### src/rtl/calc_entry_fsm.sv
// Operand-entry FSM for the keypad calculator: builds two BCD operands and an operator from key pulses.
// Optional backspace (key 14) support is enabled by defining BACKSPACE_EN.
module calc_entry_fsm #(
    parameter int DIGITS = 2
) (
    input  logic                         clk,
    input  logic                         rst,
    input  logic                         key_valid,
    input  logic [3:0]                   key_in,
    output logic [1:0]                   mode,
    output logic [4*DIGITS-1:0]          operand_a,
    output logic [4*DIGITS-1:0]          operand_b,
    output logic [1:0]                   op,
    output logic [$clog2(DIGITS+1)-1:0]  cnt,
    output logic [4*DIGITS-1:0]          disp_bcd,
    output logic                         done
);

    localparam int W  = 4 * DIGITS;
    localparam int CW = $clog2(DIGITS + 1);

    localparam logic [3:0] KEY_ENTER = 4'd13;
    localparam logic [3:0] KEY_CLEAR = 4'd15;
`ifdef BACKSPACE_EN
    localparam logic [3:0] KEY_BACK  = 4'd14;
`endif

    typedef enum logic [1:0] {
        ENTRY_A = 2'd0,
        ENTRY_B = 2'd1,
        RESULT  = 2'd2
    } mode_e;

    mode_e           mode_q, mode_d;
    logic [W-1:0]    operand_a_q, operand_a_d;
    logic [W-1:0]    operand_b_q, operand_b_d;
    logic [1:0]      op_q, op_d;
    logic [CW-1:0]   cnt_q, cnt_d;
    logic [W-1:0]    disp_q, disp_d;
    logic            done_q, done_d;
`ifdef BACKSPACE_EN
    logic [CW-1:0]   cnt_a_q, cnt_a_d;
`endif

    logic is_digit, is_op, has_room;

    // New digit enters at the least significant nibble; the top digit falls off.
    function automatic logic [W-1:0] shift_in(input logic [W-1:0] v, input logic [3:0] d);
        logic [W-1:0] r;
        r      = v << 4;
        r[3:0] = d;
        return r;
    endfunction

    assign is_digit = (key_in <= 4'd9);
    assign is_op    = (key_in >= 4'd10) && (key_in <= 4'd12);
    assign has_room = (cnt_q < CW'(DIGITS));

    always_comb begin
        // NOTE: every *_d takes its held value first, so no path leaves it unassigned and no latch is inferred.
        mode_d      = mode_q;
        operand_a_d = operand_a_q;
        operand_b_d = operand_b_q;
        op_d        = op_q;
        cnt_d       = cnt_q;
        done_d      = 1'b0;
`ifdef BACKSPACE_EN
        cnt_a_d     = cnt_a_q;
`endif

        if (mode_q == 2'd3 || (key_valid && key_in == KEY_CLEAR)) begin
            mode_d      = ENTRY_A;
            operand_a_d = '0;
            operand_b_d = '0;
            op_d        = 2'd0;
            cnt_d       = '0;
`ifdef BACKSPACE_EN
            cnt_a_d     = '0;
`endif
        end else if (key_valid) begin
            case (mode_q)
                ENTRY_A: begin
                    if (is_digit && has_room) begin
                        operand_a_d = shift_in(operand_a_q, key_in);
                        cnt_d       = cnt_q + CW'(1);
                    end else if (is_op && cnt_q != '0) begin
                        op_d   = 2'(key_in - 4'd10);
                        mode_d = ENTRY_B;
                        cnt_d  = '0;
`ifdef BACKSPACE_EN
                        cnt_a_d = cnt_q;
                    end else if (key_in == KEY_BACK && cnt_q != '0) begin
                        operand_a_d = operand_a_q >> 4;
                        cnt_d       = cnt_q - CW'(1);
`endif
                    end
                end
                ENTRY_B: begin
                    if (is_digit && has_room) begin
                        operand_b_d = shift_in(operand_b_q, key_in);
                        cnt_d       = cnt_q + CW'(1);
                    end else if (is_op && cnt_q == '0) begin
                        op_d = 2'(key_in - 4'd10);
                    end else if (key_in == KEY_ENTER && cnt_q != '0) begin
                        mode_d = RESULT;
                        done_d = 1'b1;
`ifdef BACKSPACE_EN
                    end else if (key_in == KEY_BACK && cnt_q != '0) begin
                        operand_b_d = operand_b_q >> 4;
                        cnt_d       = cnt_q - CW'(1);
                    end else if (key_in == KEY_BACK) begin
                        mode_d = ENTRY_A;
                        op_d   = 2'd0;
                        cnt_d  = cnt_a_q;
`endif
                    end
                end
                RESULT: begin
                    if (is_digit) begin
                        mode_d      = ENTRY_A;
                        operand_a_d = shift_in('0, key_in);
                        operand_b_d = '0;
                        op_d        = 2'd0;
                        cnt_d       = CW'(1);
                    end
                end
                default: ;
            endcase
        end

        disp_d = (mode_d == ENTRY_A) ? operand_a_d : operand_b_d;
    end

    always_ff @(posedge clk) begin
        // NOTE: sequential state is written only with non-blocking assignments.
        if (rst) begin
            mode_q      <= ENTRY_A;
            operand_a_q <= '0;
            operand_b_q <= '0;
            op_q        <= 2'd0;
            cnt_q       <= '0;
            disp_q      <= '0;
            done_q      <= 1'b0;
`ifdef BACKSPACE_EN
            cnt_a_q     <= '0;
`endif
        end else begin
            mode_q      <= mode_d;
            operand_a_q <= operand_a_d;
            operand_b_q <= operand_b_d;
            op_q        <= op_d;
            cnt_q       <= cnt_d;
            disp_q      <= disp_d;
            done_q      <= done_d;
`ifdef BACKSPACE_EN
            cnt_a_q     <= cnt_a_d;
`endif
        end
    end

    assign mode      = mode_q;
    assign operand_a = operand_a_q;
    assign operand_b = operand_b_q;
    assign op        = op_q;
    assign cnt       = cnt_q;
    assign disp_bcd  = disp_q;
    assign done      = done_q;

endmodule

### config.mk
export PLATFORM = sky130hd
export DESIGN_NAME = calc_entry_fsm
export DESIGN_NICKNAME = d
export VERILOG_FILES = /design/src/rtl/calc_entry_fsm.sv
export SDC_FILE = /design/constraint.sdc
export NUM_CORES = 1
export LEC_CHECK = 0
export CORE_UTILIZATION = 50
export DETAILED_ROUTE_END_ITERATION = 12
export PLACE_DENSITY = 0.91
export RECOVER_POWER = 50
export SLEW_MARGIN = 0
export SYNTH_ARGS = -nofsm -noshare
export SYNTH_HDL_FRONTEND = slang
export SYNTH_SLANG_ARGS = --single-unit
### constraint.sdc
create_clock -name clk -period 2.78 [get_ports clk]
set_input_delay 0.556 -clock clk [delete_from_list [all_inputs] [get_ports clk]]
set_output_delay 0.556 -clock clk [all_outputs]
set_load 0.005 [all_outputs]
==> impl_metrics.tcl <==
set metrics [dict create \
    hp-class "reg -> reg" \
    ioPinCount 38 \
    ir_drop_uv 319 \
    grt_max_degree 18 \
    routed_wirelength_um 4450 \
    status "completed" \
    fmax_mhz 417 \
    setup-tns-final_ns 0 \
    synthFlopType "dfxtp_1" \
    yosysWarnings 0 \
    overflow 0 \
    power_density_nw_per_um2 389 \
    cts_made_buffers 5 \
    routedWlPerCell_um 15.5 \
    cp_cell_sequence "clkdlybuf4s50_1 -> buf_4 -> nand2_1 -> o21ai_0 -> buf_4 -> a31oi_1 -> mux2_4" \
    synthTopCellsByArea "dfxtp_1, ha_1, nor2_1, a22oi_1, o21ai_0" \
    setup_viol 0 \
    cts_sinks 31 \
    coreArea_um2 3130 \
    synth_top_area_share_pct 36.7 \
    finalCritPeriodShare_pct 86.3 \
    startpoint_type "input port" \
    detail-route-antenna-nets 0 \
    max_slew_margin_pct 54.5 \
    route.detailed.drc 0 \
    antenna_found_initial 0 \
    netlist.top_cell.by_area "dfxtp_1" \
    synthToLayoutAreaGrowth_pct 31.5 \
    final_core_util_pct 71.1 \
    nNetsFinal 254 \
    first_iter_violations 113 \
    hold_ws_ns 0.444 \
    final_max_slew_viol_count 0 \
    skew_ns 0.00342 \
    r2r_cells 7 \
    layout-drive-gt1-share_pct 13.2 \
    cp_num_cells 7 \
    hold_viol_final 0 \
    clk_latency_ns 0.33 \
    critical_path.most_common_cell "buf_4" \
    cp_max_fo 17 \
    power_leakage_uw 0.000929 \
    grt_setup_unrepaired "no" \
    via_per_inst 5.98 \
    die_h_um 60.1 \
    min_path_cells 2 \
    synth-compound-area-share_pct 28.6 \
    arrival_ns 2.63 \
    synth_seq_area_share_pct 36.7 \
    cap_viol_max_count 0 \
    track_usage_pct 26.9 \
    portBuffers 37 \
    postCtsHoldBufs 0 \
    synth_top_family_by_area "compound AO/OA/AOI/OAI gates" \
    synthTopCellsByCount "dfxtp_1, nor2_1, o21ai_0, nand2_1, a22oi_1" \
    tightest_slew_ns 0.675 \
    syn_nets 204 \
    syn_area_um2 1690 \
    synthSimpleGateAreaFrac_pct 22.0 \
    critPathCaptureType "flop" \
    synth_adder_area_share_pct 4.44 \
    synthArstFlopShare_pct 0 \
    synthMuxAreaShare_pct 2.37 \
    vias 1711 \
    post-synth-top-count-cell "dfxtp_1" \
    syn_avg_cell_area_um2 8.85 \
    critical-path-max-stage-delay_ns 0.56 \
    clk_transition_reported_paths_ns 0.09 \
    clockBufferDepth 2 \
    finalCriticalPeriod_ns 2.40 \
    fin_area_um2 2220 \
    grt_pass1_wl_um 7180 \
    gp_congestion 0.929 \
    htreeDepth 2 \
    synth_edf_count 0 \
    root_buffer "clkbuf_4" \
    post_cts_buffers 0 \
    grt_pass1_vias 1528 \
    cts_tree "done" \
    start_util_pct 54.0 \
    ctsResizeCount 0 \
    synthDistinctLibCells 49 \
    critPathKind "in -> reg" \
    synth-xor-area-share_pct 0 \
    worstPathRequired_ns 3.01 \
    firstDrtPassIters 5 \
    crit_slowest_cell "o21ai_0" \
    rows 20 \
    hpwl_um 3360 \
    die_area_um2 3620 \
    synth_cells 191 \
    crit_family "buffers and inverters" \
    antenna_cells 0 \
    die-width_um 60.1 \
    postPlaceCellArea_um2 2180 \
    synth-seq-cells 31 \
    crit_buf_inv 3 \
]
==> power breakdown <==
part | leakage (µW) | total [µW] | internal, µW | switching [µW]
combinational | 0.000648 | 155 | 72.5 | 82.3
sequential | 0.000252 | 466 | 458 | 8.19
clock | 0.0000293 | 244 | 98.3 | 145
total | 0.000929 | 864 | 628 | 236
==> sequential cells by signal (all words and copies together), names as in the netlist <==
signal,flops
disp_bcd,8
operand_a,8
operand_b,8
cnt,2
mode,2
op,2
done,1
==> metrics by stage <==
step                      total power, µW  std cells  setup WS, ns
after floorplan                       562        191         0.706
after global placement                631        278         0.166
after detailed placement              633        278         0.157
after CTS                             874        286         0.470
after global routing                  906        286         0.306
final                                 864        286         0.380
==> final timing paths <==
check | startpoint | end | slack (ns)
setup reg to reg | mode[1]$_SDFF_PP0_ | disp_bcd[7]$_SDFF_PP0_ | 0.46
setup / recovery | key_in[2] | disp_bcd[0]$_SDFF_PP0_ | 0.38
hold / removal | op[1]$_SDFFE_PP0P_ | op[1]$_SDFFE_PP0P_ | 0.44
hold reg to reg | op[1]$_SDFFE_PP0P_ | op[1]$_SDFFE_PP0P_ | 0.44
==> cells in the final DEF, fill, tap and decap left out, types with 2 or more instances in the layout <==
| cell type | Yosys | final |
|---|---|---|
| or4_1 | 4 | 4 |
| mux2_4 | 2 | 2 |
| o31ai_1 | 4 | 4 |
| clkdlybuf4s50_1 | 0 | 9 |
| nor4_1 | 2 | 2 |
| o22ai_1 | 2 | 2 |
| o211ai_1 | 3 | 4 |
| nand2b_1 | 3 | 3 |
| clkbuf_4 | 0 | 5 |
| nor2b_1 | 3 | 3 |
| clkbuf_1 | 3 | 3 |
| and3_1 | 2 | 2 |
| a31oi_1 | 4 | 4 |
| nor3_1 | 4 | 4 |
| nor2_1 | 20 | 20 |
| o2111ai_1 | 2 | 2 |
| and2_1 | 6 | 6 |
| dfxtp_1 | 31 | 31 |
| ha_1 | 6 | 6 |
| a21oi_1 | 8 | 8 |
| o41ai_1 | 2 | 2 |
| a22oi_1 | 9 | 9 |
| dlygate4sd3_1 | 0 | 28 |
| o21ai_0 | 12 | 12 |
| o21a_1 | 4 | 4 |
| nand4bb_1 | 2 | 2 |
| nand3_1 | 3 | 3 |
| inv_1 | 8 | 8 |
| buf_4 | 0 | 17 |
| a211oi_1 | 2 | 2 |
| nand2_1 | 10 | 10 |
==> area by class of cell <==
class                           instances  area (µm²)
Multi-Input combinational cell        140         966
Clock inverter                          1        5.00
Clock buffer                            7        45.0
Timing Repair Buffer                   55         502
Inverter                                8        30.0
Fill cell                             250         905
Tap cell                               44        55.1
Sequential cell                        31         621
==> worst reg2reg max path, stage by stage (launching register included) <==
cell,delay (ns)
dfxtp_1,0.46
inv_1,0.12
ha_1,0.27
nor2b_1,0.19
o211ai_1,0.45
a22oi_1,0.22
or4_1,0.44
o31ai_1,0.09
==> routing by layer <==
| layer | vias up | track usage, % | share of wire [%] |
|---|---|---|---|
| li1 | 813 | - | - |
| met1 | 794 | 38.1 | 44 |
| met2 | 94 | 39.9 | 45 |
| met3 | 10 | 6.06 | 9.0 |
| met4 | 0 | 9.30 | 1.7 |
| met5 | - | 0 | 0 |
==> cell families after synthesis <==
kind of cell | after synthesis
mux | 3
compound gates | 65
flops | 31
buf+inv | 20
fa+ha+maj | 6
simple gates | 66
Power figures use the tool's default switching activity.
